`config.mk`:
```
export PLATFORM = sky130hd
export DESIGN_NAME = display_timing_flat
export DESIGN_NICKNAME = d
export VERILOG_FILES = /design/src/rtl/display_timing_if.sv /design/src/rtl/display_timing.sv /design/src/flat_wrapper.sv
export SDC_FILE = /design/constraint.sdc
export NUM_CORES = 1
export LEC_CHECK = 0
export ABC_AREA = 1
export CAP_MARGIN = 40
export CORE_ASPECT_RATIO = 1.25
export CORE_UTILIZATION = 43
export CTS_CLUSTER_SIZE = 40
export DETAILED_ROUTE_END_ITERATION = 16
export GPL_TIMING_DRIVEN = 0
export MAX_ROUTING_LAYER = met4
export PLACE_DENSITY = 0.78
export SKIP_LAST_GASP = 1
export SLEW_MARGIN = 20
export SYNTH_ARGS = -nofsm -noshare
export SYNTH_HDL_FRONTEND = slang
export SYNTH_SLANG_ARGS = --single-unit
export TNS_END_PERCENT = 20
```
`constraint.sdc`:
```
create_clock -name clk_pix -period 2.2 [get_ports clk_pix]
set_input_delay 0.33 -clock clk_pix [delete_from_list [all_inputs] [get_ports clk_pix]]
set_output_delay 0.33 -clock clk_pix [all_outputs]
set_load 0.02 [all_outputs]
```
`src/rtl/display_timing_if.sv`:
```
// Raster timing bundle: clock enable in, coordinates, video flags, syncs and strobes out.
interface display_timing_if #(
  parameter int unsigned FCW = 16
);
  logic           en;
  logic [9:0]     sx;
  logic [9:0]     sy;
  logic           de;
  logic           hsync;
  logic           vsync;
  logic           line;
  logic           frame;
  logic [FCW-1:0] frame_count;

  modport master (
    input  en,
    output sx, sy, de, hsync, vsync, line, frame, frame_count
  );

  modport slave (
    output en,
    input  sx, sy, de, hsync, vsync, line, frame, frame_count
  );
endinterface

```
`src/rtl/display_timing.sv`:
```
// Raster timing generator: counters start at the back porch (back, active, front, sync);
// all flags are decoded from next-state counters so they align with registered sx/sy.
module display_timing #(
  parameter int unsigned HA_ACTIVE = 640,
  parameter int unsigned H_FRONT   = 16,
  parameter int unsigned H_SYNC    = 96,
  parameter int unsigned H_BACK    = 48,
  parameter int unsigned VA_ACTIVE = 480,
  parameter int unsigned V_FRONT   = 10,
  parameter int unsigned V_SYNC    = 2,
  parameter int unsigned V_BACK    = 33,
  parameter int unsigned SYNC_NEG  = 1,
  parameter int unsigned FCW       = 16
) (
  input  logic             clk_pix,
  input  logic             rst_n,
  display_timing_if.master tmg_o
);
  localparam int unsigned CW      = 10;
  localparam int unsigned H_TOTAL = H_BACK + HA_ACTIVE + H_FRONT + H_SYNC;
  localparam int unsigned V_TOTAL = V_BACK + VA_ACTIVE + V_FRONT + V_SYNC;

  localparam logic [CW-1:0] H_MAX  = CW'(H_TOTAL - 1);
  localparam logic [CW-1:0] V_MAX  = CW'(V_TOTAL - 1);
  localparam logic [CW-1:0] DE_X0  = CW'(H_BACK);
  localparam logic [CW-1:0] DE_X1  = CW'(H_BACK + HA_ACTIVE);
  localparam logic [CW-1:0] DE_Y0  = CW'(V_BACK);
  localparam logic [CW-1:0] DE_Y1  = CW'(V_BACK + VA_ACTIVE);
  localparam logic [CW-1:0] HS_X0  = CW'(H_BACK + HA_ACTIVE + H_FRONT);
  localparam logic [CW-1:0] VS_Y0  = CW'(V_BACK + VA_ACTIVE + V_FRONT);
  localparam logic          SYNC_ON  = (SYNC_NEG == 0);
  localparam logic          SYNC_OFF = ~SYNC_ON;

  logic [CW-1:0]  sx_q, sx_d;
  logic [CW-1:0]  sy_q, sy_d;
  logic           de_q, de_d;
  logic           hs_q, hs_d;
  logic           vs_q, vs_d;
  logic           line_q, line_d;
  logic           frame_q, frame_d;
  logic [FCW-1:0] fc_q, fc_d;

  // Next-state counters and flag decode; strobes drop and levels hold while disabled.
  always_comb begin
    sx_d    = sx_q;
    sy_d    = sy_q;
    de_d    = de_q;
    hs_d    = hs_q;
    vs_d    = vs_q;
    line_d  = 1'b0;
    frame_d = 1'b0;
    fc_d    = fc_q;
    if (tmg_o.en) begin
      if (sx_q == H_MAX) begin
        sx_d = '0;
        sy_d = (sy_q == V_MAX) ? '0 : sy_q + CW'(1);
      end else begin
        sx_d = sx_q + CW'(1);
      end
      de_d    = (sx_d >= DE_X0) && (sx_d < DE_X1) && (sy_d >= DE_Y0) && (sy_d < DE_Y1);
      hs_d    = (sx_d >= HS_X0) ? SYNC_ON : SYNC_OFF;
      vs_d    = (sy_d >= VS_Y0) ? SYNC_ON : SYNC_OFF;
      line_d  = (sx_d == '0);
      frame_d = line_d && (sy_d == '0);
      if (frame_d) begin
        fc_d = fc_q + FCW'(1);
      end
    end
  end

  always_ff @(posedge clk_pix or negedge rst_n) begin
    if (!rst_n) begin
      sx_q    <= '0;
      sy_q    <= '0;
      de_q    <= 1'b0;
      hs_q    <= SYNC_OFF;
      vs_q    <= SYNC_OFF;
      line_q  <= 1'b0;
      frame_q <= 1'b0;
      fc_q    <= '0;
    end else begin
      sx_q    <= sx_d;
      sy_q    <= sy_d;
      de_q    <= de_d;
      hs_q    <= hs_d;
      vs_q    <= vs_d;
      line_q  <= line_d;
      frame_q <= frame_d;
      fc_q    <= fc_d;
    end
  end

  assign tmg_o.sx          = sx_q;
  assign tmg_o.sy          = sy_q;
  assign tmg_o.de          = de_q;
  assign tmg_o.hsync       = hs_q;
  assign tmg_o.vsync       = vs_q;
  assign tmg_o.line        = line_q;
  assign tmg_o.frame       = frame_q;
  assign tmg_o.frame_count = fc_q;
endmodule

```
`src/flat_wrapper.sv`:
```
// flat-port wrapper written by rule: the top's interface ports become plain ports
module display_timing_flat 
#(
  parameter int unsigned HA_ACTIVE = 640,
  parameter int unsigned H_FRONT   = 16,
  parameter int unsigned H_SYNC    = 96,
  parameter int unsigned H_BACK    = 48,
  parameter int unsigned VA_ACTIVE = 480,
  parameter int unsigned V_FRONT   = 10,
  parameter int unsigned V_SYNC    = 2,
  parameter int unsigned V_BACK    = 33,
  parameter int unsigned SYNC_NEG  = 1,
  parameter int unsigned FCW       = 16
)
  (clk_pix, rst_n, tmg_o_en, tmg_o_sx, tmg_o_sy, tmg_o_de, tmg_o_hsync, tmg_o_vsync, tmg_o_line, tmg_o_frame, tmg_o_frame_count);
  display_timing_if #(.FCW(FCW)) tmg_o_i ();
  input  logic clk_pix;
  input  logic rst_n;
  input wire logic [$bits(tmg_o_i.en)-1:0] tmg_o_en;
  output wire logic [$bits(tmg_o_i.sx)-1:0] tmg_o_sx;
  output wire logic [$bits(tmg_o_i.sy)-1:0] tmg_o_sy;
  output wire logic [$bits(tmg_o_i.de)-1:0] tmg_o_de;
  output wire logic [$bits(tmg_o_i.hsync)-1:0] tmg_o_hsync;
  output wire logic [$bits(tmg_o_i.vsync)-1:0] tmg_o_vsync;
  output wire logic [$bits(tmg_o_i.line)-1:0] tmg_o_line;
  output wire logic [$bits(tmg_o_i.frame)-1:0] tmg_o_frame;
  output wire logic [$bits(tmg_o_i.frame_count)-1:0] tmg_o_frame_count;
  assign tmg_o_i.en = tmg_o_en;
  assign tmg_o_sx = tmg_o_i.sx;
  assign tmg_o_sy = tmg_o_i.sy;
  assign tmg_o_de = tmg_o_i.de;
  assign tmg_o_hsync = tmg_o_i.hsync;
  assign tmg_o_vsync = tmg_o_i.vsync;
  assign tmg_o_line = tmg_o_i.line;
  assign tmg_o_frame = tmg_o_i.frame;
  assign tmg_o_frame_count = tmg_o_i.frame_count;
  display_timing #(.HA_ACTIVE(HA_ACTIVE), .H_FRONT(H_FRONT), .H_SYNC(H_SYNC), .H_BACK(H_BACK), .VA_ACTIVE(VA_ACTIVE), .V_FRONT(V_FRONT), .V_SYNC(V_SYNC), .V_BACK(V_BACK), .SYNC_NEG(SYNC_NEG), .FCW(FCW)) u_core (.clk_pix(clk_pix), .rst_n(rst_n), .tmg_o(tmg_o_i));
endmodule
```
==> impl_metrics.yaml, run 1 <==
run_status:
  outcome: "finished clean"
cts:
  cts_tree: "done"
  clock-sinks: 41
  clock_latency_ns: 0.29
  clockRootBuffer: "clkbuf_8"
  cts_inserted_buffers: 5
  htreeDepth: 2
  cts_buffer_depth: 2
  clk_pin_slew_worst_paths_ns: 0.08
drt:
  vias: 3049
  drt_iter0_drc: 212
  drc: 0
  wire_per_inst_um: 14.0
  wl_mm: 7.95
  avgViaCountPerCell: 5.37
  dr.pass1.iters: 4
  antenna_left: 0
timing:
  hold_viol_final: 0
  finalSetupViolations: 0
  relSlewSlack_pct: 63.9
  layout_setup_ws_ns: 0.000567
  worstMarginPinSlew_ns: 0.541
  max_freq_mhz: 455
  clock_skew_ns: 0.00887
  finalCritPeriodShare_pct: 100
  slew_violations: 0
  post-route-min-period_ns: 2.20
  rsz0062_at_grt: "true"
  fin_tns_setup_ns: 0
worst_setup_path:
  regToRegSetupSlack_ns: 0.0006
  crit_type: "reg2reg"
  cp-start-kind: "flip-flop"
  required_ns: 2.39
  r2r-start: "u_core.tmg_o.sy[1]"
  critPathArrivalTime_ns: 2.39
  crit_start: "u_core.tmg_o.sy[1]"
  cp_max_fo: 10
  cp-end-kind: "flip-flop"
  rr_worst_depth: 14
  r2r_end: "u_core.tmg_o.frame_count[7]"
  crit_end: "u_core.tmg_o.frame_count[7]"
global_routing:
  grt.overflow.total: 0
  antenna_found_initial: 0
  grt_pass1_wl_mm: 12.6
  grt_usage_pct: 24.1
  grt_max_degree: 32
  grt_pass1_vias: 2892
synth:
  synth-seq-area-share_pct: 36.2
  yosys_warnings: 0
  synthTopCellsByArea: "dfrtp_1, nand2_1, nand3_1"
  synth_top_area_share_pct: 34.3
  syn_area_mm2: 0.00284
  avgSynthCellArea_um2: 6.89
  synth-seq-cells: 41
  yosys.cell_types.count: 33
  synth_nets: 421
  yosys.area.top_type: "dfrtp_1"
  synth_cells: 413
floorplanning:
  fp-row-count: 32
  initial_core_util_pct: 45.2
  io_pins: 44
  die_area_mm2: 0.00695
  dieWidth_um: 74.7
  fp.dieH_um: 92.9
  core_mm2: 0.00629
cells_and_area:
  layout-drive-gt1-share_pct: 16.6
  fin_util_pct: 59.9
  final_net_count: 490
  instances_no_fill: 568
  area_growth_pct: 32.5
  n_antenna_cell: 0
placed_design:
  pre_cts_ws_ns: -0.197
  dp_hpwl_mm: 5.51
  gp_congestion: 0.890
  io_buffer_count: 42
  dp.cells: 541
power_and_ir_drop:
  p_per_area_mw_per_mm2: 775
  ir_drop_uv: 344
  p_leak_uw: 0.00178
job:
  drv_cap: 0
worst_hold_path:
  holdCritPathClass: "in2async"
==> worst max-delay path: stages (launching register included) <==
cell and delay [ns]:
dfrtp_1 0.43, inv_1 0.09, ha_1 0.17, inv_1 0.05, nor2_1 0.11, nand4_1 0.20, nand3b_1 0.19, nand2_2 0.11
nor2_4 0.14, nand3_4 0.11, inv_6 0.12, buf_4 0.18, nand3_2 0.08, nand2_1 0.08, nand2_1 0.04
==> state kept, by name (all words and copies together), names as in the netlist <==
| signal | count |
|---|---|
| u_core.tmg_o.de | 1 |
| u_core.tmg_o.frame | 1 |
| u_core.tmg_o.frame_count | 16 |
| u_core.tmg_o.hsync | 1 |
| u_core.tmg_o.line | 1 |
| u_core.tmg_o.sx | 10 |
| u_core.tmg_o.sy | 10 |
| u_core.tmg_o.vsync | 1 |
==> layout by cell type, fill, tap and decap left out, drive strengths merged, types with 2 or more instances in the layout <==
master / count
a21oi: 3
buf: 22
bufinv: 2
clkbuf: 10
clkdlybuf4s50: 41
dfrtp: 39
dfstp: 2
ha: 5
inv: 52
nand2: 143
nand3: 43
nand4: 24
nor2: 46
nor3: 10
nor4: 3
o21a: 2
o21ai: 24
o21bai: 2
xor2: 4
==> Yosys cell counts <==
master,number
nand4_2,1
dfstp_2,2
nor4_1,3
o21a_1,2
nor2_8,1
inv_4,1
nand3b_1,1
and3_1,1
ha_1,5
nand2_2,7
clkbuf_1,4
a21oi_1,3
nor3_1,10
nor2_4,6
nor3b_2,1
buf_4,1
nand3_1,39
inv_1,49
nand3_4,2
nor2_1,33
buf_8,1
o21ai_1,1
o21bai_1,2
xor2_1,4
buf_1,1
nand3_2,2
nand2_1,136
dfrtp_1,39
o21ai_0,23
nor2_2,6
nand4_1,23
inv_2,2
xnor2_1,1
==> cell families (layout without fill, tap and decap cells) <==
family	after synthesis	count (layout)	synth area share [%]
simple gates	272	272	45.9
buf+inv	59	129	8.40
flops	41	41	36.2
compound gates	31	31	5.81
fa+ha+maj	5	5	2.20
xor+xnor	5	5	1.54
==> how the worst min path moves through the flow <==
stage                                    end  slack (ns)
after CTS                 u_core.tmg_o.sx[8]        0.46
after global placement       u_core.tmg_o.de        0.47
after detailed placement  u_core.tmg_o.sx[8]        0.23
after global routing      u_core.tmg_o.sx[8]        0.48
final                     u_core.tmg_o.sx[8]        0.46
after floorplan              u_core.tmg_o.de        0.03
==> report_power, final <==
part | internal, uW | leakage, uW | total [uW] | switching (uW)
sequential | 862 | 0.000533 | 1040 | 177
clock | 451 | 0.0000681 | 722 | 271
combinational | 451 | 0.00118 | 1160 | 707
total | 1760 | 0.00178 | 2920 | 1150
==> routing by layer <==
layer  vias up  track usage, %  part of all wire (%)
li1       1480               -                     -
met4         0            8.33                   1.0
met3        13            3.81                   4.7
met1      1449            26.6                    41
met5         -               -                     0
met2       107            42.7                    54
==> per-stage QoR <==
stage               power [uW]  hold slack, ns  instance area [um2]
finish                    2920           0.460                 3770
global route              3090           0.483                 3770
CTS                       2860           0.458                 3620
detailed placement        2070           0.230                 3390
global placement          2040           0.469                 3370
floorplan                 1680          0.0344                 2840
==> what timing repair did <==
action,in CTS,in global routing
buffers inserted,8,9
gates resized for setup,9,16
hold buffers,1,0
hold endpoints to repair,10,0
setup endpoints to repair,18,17
pin swaps,4,19
gates cloned,0,1
==> area by class of cell <==
type,instances,area (um2)
Buffer,7,41.3
Clock buffer,5,68.8
Clock inverter,3,65.1
Fill cell,602,2520
Inverter,52,200
Multi-Input combinational cell,313,1650
Sequential cell,41,1030
Tap cell,85,106
Timing Repair Buffer,62,602
(Power assumes the default switching activity.)
==> run 2: changes to the inputs <==
==> constraint.sdc (replaced) <==
create_clock -name clk_pix -period 2.6 [get_ports clk_pix]
set_input_delay 0.39 -clock clk_pix [delete_from_list [all_inputs] [get_ports clk_pix]]
set_output_delay 0.39 -clock clk_pix [all_outputs]
set_load 0.02 [all_outputs]
==> run 2 against run 1 <==
- non-clock buffer count fell by 18
- die area unchanged
- total power decreased by 19%
- via count decreased by 4.7%
- wire length down 7.7%
- final cell count down 3.2%
- critical endpoint is now u_core.tmg_o.frame_count[3]
- largest cell class unchanged
==> impl_metrics.yaml, run 2 (synthesis gave the netlist of run 1 again) <==
cts:
  htreeDepth: 2
  clockRootBuffer: "clkbuf_8"
  postCtsSetupBuffers: 0
  cts_buffer_depth: 2
  clock-sinks: 41
  clk_pin_slew_worst_paths_ns: 0.08
  cts_inserted_buffers: 5
  clock_latency_ns: 0.30
  cts_tree: "done"
worst_setup_path:
  cp_slowest_cell: "dfrtp_1"
  rr_worst_depth: 12
  r2r-start: "u_core.tmg_o.sx[0]"
  cp_top_family: "simple AND/OR/NAND/NOR gates"
  regToRegSetupSlack_ns: 0.23
  cp_cell_sequence: "ha_1, nand2_1, nor2_4, nand4_4, nand2_1, o21ai_1, nor2_4, nand3_4, nor2_4, nand3_2, nand2_1, nand2_1"
  cp_max_fo: 9
  crit_path_max_incr_delay_ns: 0.45
  critPathMostFrequentCell: "nand2_1"
  cp-start-kind: "flip-flop"
  crit_type: "reg2reg"
  crit_buf_inv: 0
  critPathArrivalTime_ns: 2.55
  required_ns: 2.78
  cp-end-kind: "flip-flop"
  r2r_end: "u_core.tmg_o.frame_count[3]"
power_and_ir_drop:
  swShare_pct: 39.2
  p_per_area_mw_per_mm2: 671
  ir_drop_uv: 289
  p_leak_uw: 0.00167
  total_power_uw: 2370
  p_comb_share_pct: 37.1
  pwr-share-seq_pct: 36.9
  p_int_uw: 1440
  p_clk_share_pct: 26.0
  power.switching_uw: 932
worst_hold_path:
  min_path_cells: 2
  hold_end: "u_core.tmg_o.de"
  min_from: "u_core.tmg_o.de"
  holdCritPathClass: "reg2reg"
timing:
  hold_viol_final: 0
  finalCritPeriodShare_pct: 91.0
  clock_skew_ns: 0.0109
  slew_violations: 0
  fin_tns_setup_ns: 0
  finalSetupViolations: 0
  rsz0062_at_grt: "false"
  max_freq_mhz: 423
  post-route-min-period_ns: 2.37
  worstMarginPinSlew_ns: 0.551
  relSlewSlack_pct: 63.2
floorplanning:
  core_mm2: 0.00629
  dieWidth_um: 74.7
  fp-row-count: 32
  die_area_mm2: 0.00695
  fp.dieH_um: 92.9
  initial_core_util_pct: 45.2
  io_pins: 44
job:
  drv_cap: 0
cells_and_area:
  n_antenna_cell: 0
  area_growth_pct: 24.4
  final_common_cell: "nand2_1"
  final_net_count: 472
  final_cell_mix: "nand2_1, inv_1, clkdlybuf4s50_1, nand3_1, dfrtp_1"
  layout-drive-gt1-share_pct: 9.25
  fillers: 632
  largest_register_ffs: 16
  final_area_mm2: 0.00354
global_routing:
  grt_pass1_vias: 2787
  antenna_found_initial: 0
  grt_max_degree: 32
  grt.overflow.total: 0
  grt_usage_pct: 23.3
  grt_pass1_wl_mm: 12.3
run_status:
  outcome: "finished clean"
placed_design:
  gp_congestion: 0.890
  placed_cell_area_mm2: 0.00339
  dp_hpwl_mm: 5.51
  io_buffer_count: 42
drt:
  antenna_left: 0
  avgViaCountPerCell: 5.28
  wire_per_inst_um: 13.3
  drc: 0
  wl_mm: 7.33
  drt_iter0_drc: 221
  dr.pass1.iters: 5
  vias: 2906
-- run 2: cell count changes in the layout (fill, tap and decap cells not counted), moves of 2 or more --
cell     delta
nand2_2     -6
nand3_1     +2
nor2_2      -4
nand2_1     +7
buf_4      -16
nand3_2     -2
ha_1        +2
nor2_1      +5
-- run 2: final cells by class --
cell class / count / area, um2 / share of cell area, %
clock buffer: 5 / 68.8 / 1.94
tap: 85 / 106 / 3.01
buffer: 7 / 41.3 / 1.17
multi-input combinational: 313 / 1590 / 44.8
sequential: 41 / 1030 / 29.1
clock inverter: 3 / 65.1 / 1.84
timing repair buffer: 44 / 445 / 12.6
inverter: 52 / 198 / 5.59
-- run 2: worst max path at each step --
| stage | from | endpoint | slack, ns | cells past startpoint |
|---|---|---|---|---|
| 2_1_floorplan | u_core.tmg_o.sx[0] | u_core.tmg_o.frame_count[7] | 0.46 | 15 |
| 3_3_place_gp | rst_n | u_core.tmg_o.frame_count[11] | 0.004 | 1 |
| 3_5_place_dp | u_core.tmg_o.sx[0] | u_core.tmg_o.frame_count[13] | 0.20 | 12 |
| 4_1_cts | u_core.tmg_o.sx[0] | u_core.tmg_o.frame_count[3] | 0.15 | 12 |
| 5_1_grt | u_core.tmg_o.sy[0] | u_core.tmg_o.frame_count[3] | 0.04 | 13 |
| 6_report | u_core.tmg_o.sx[0] | u_core.tmg_o.frame_count[3] | 0.23 | 12 |
-- run 2: stage by stage --
step	std cells	hold slack, ns	setup WS, ns	util [%]
6_report	550	0.502	0.234	56.3
5_1_grt	550	0.533	0.0424	56.3
4_1_cts	550	0.507	0.145	56.2
3_5_place_dp	541	0.290	0.203	53.9
3_3_place_gp	540	0.469	0.00432	53.6
2_1_floorplan	413	0.0944	0.463	-
-- run 2: tightest hold or removal path, stage by stage, from the launching register on --
cell     delay [ns]
dfrtp_1        0.35
nand2_1        0.05
nand2_1        0.06
-- run 2: repair_timing --
action	in CTS	in global routing
gates resized for setup	0	1
setup endpoints to repair	0	3
endpoints found under the hold margin	10	0
hold buffers	1	0
-- run 2: power groups by stage --
stage / clock network, uW / registers [uW] / logic (uW)
after global placement: 0 / 881 / 843
after global routing: 648 / 896 / 977
final: 617 / 876 / 881
after detailed placement: 0 / 885 / 866
after CTS: 627 / 874 / 874
after floorplan: 0 / 965 / 458
-- run 2: metal layers --
layer / global-route usage [%] / vias to the layer above / wire [um]
met4: 6.92 / 0 / 110
li1: - / 1443 / -
met3: 3.92 / 13 / 356
met2: 41.4 / 92 / 3750
met1: 26.2 / 1358 / 3120
met5: - / - / 0
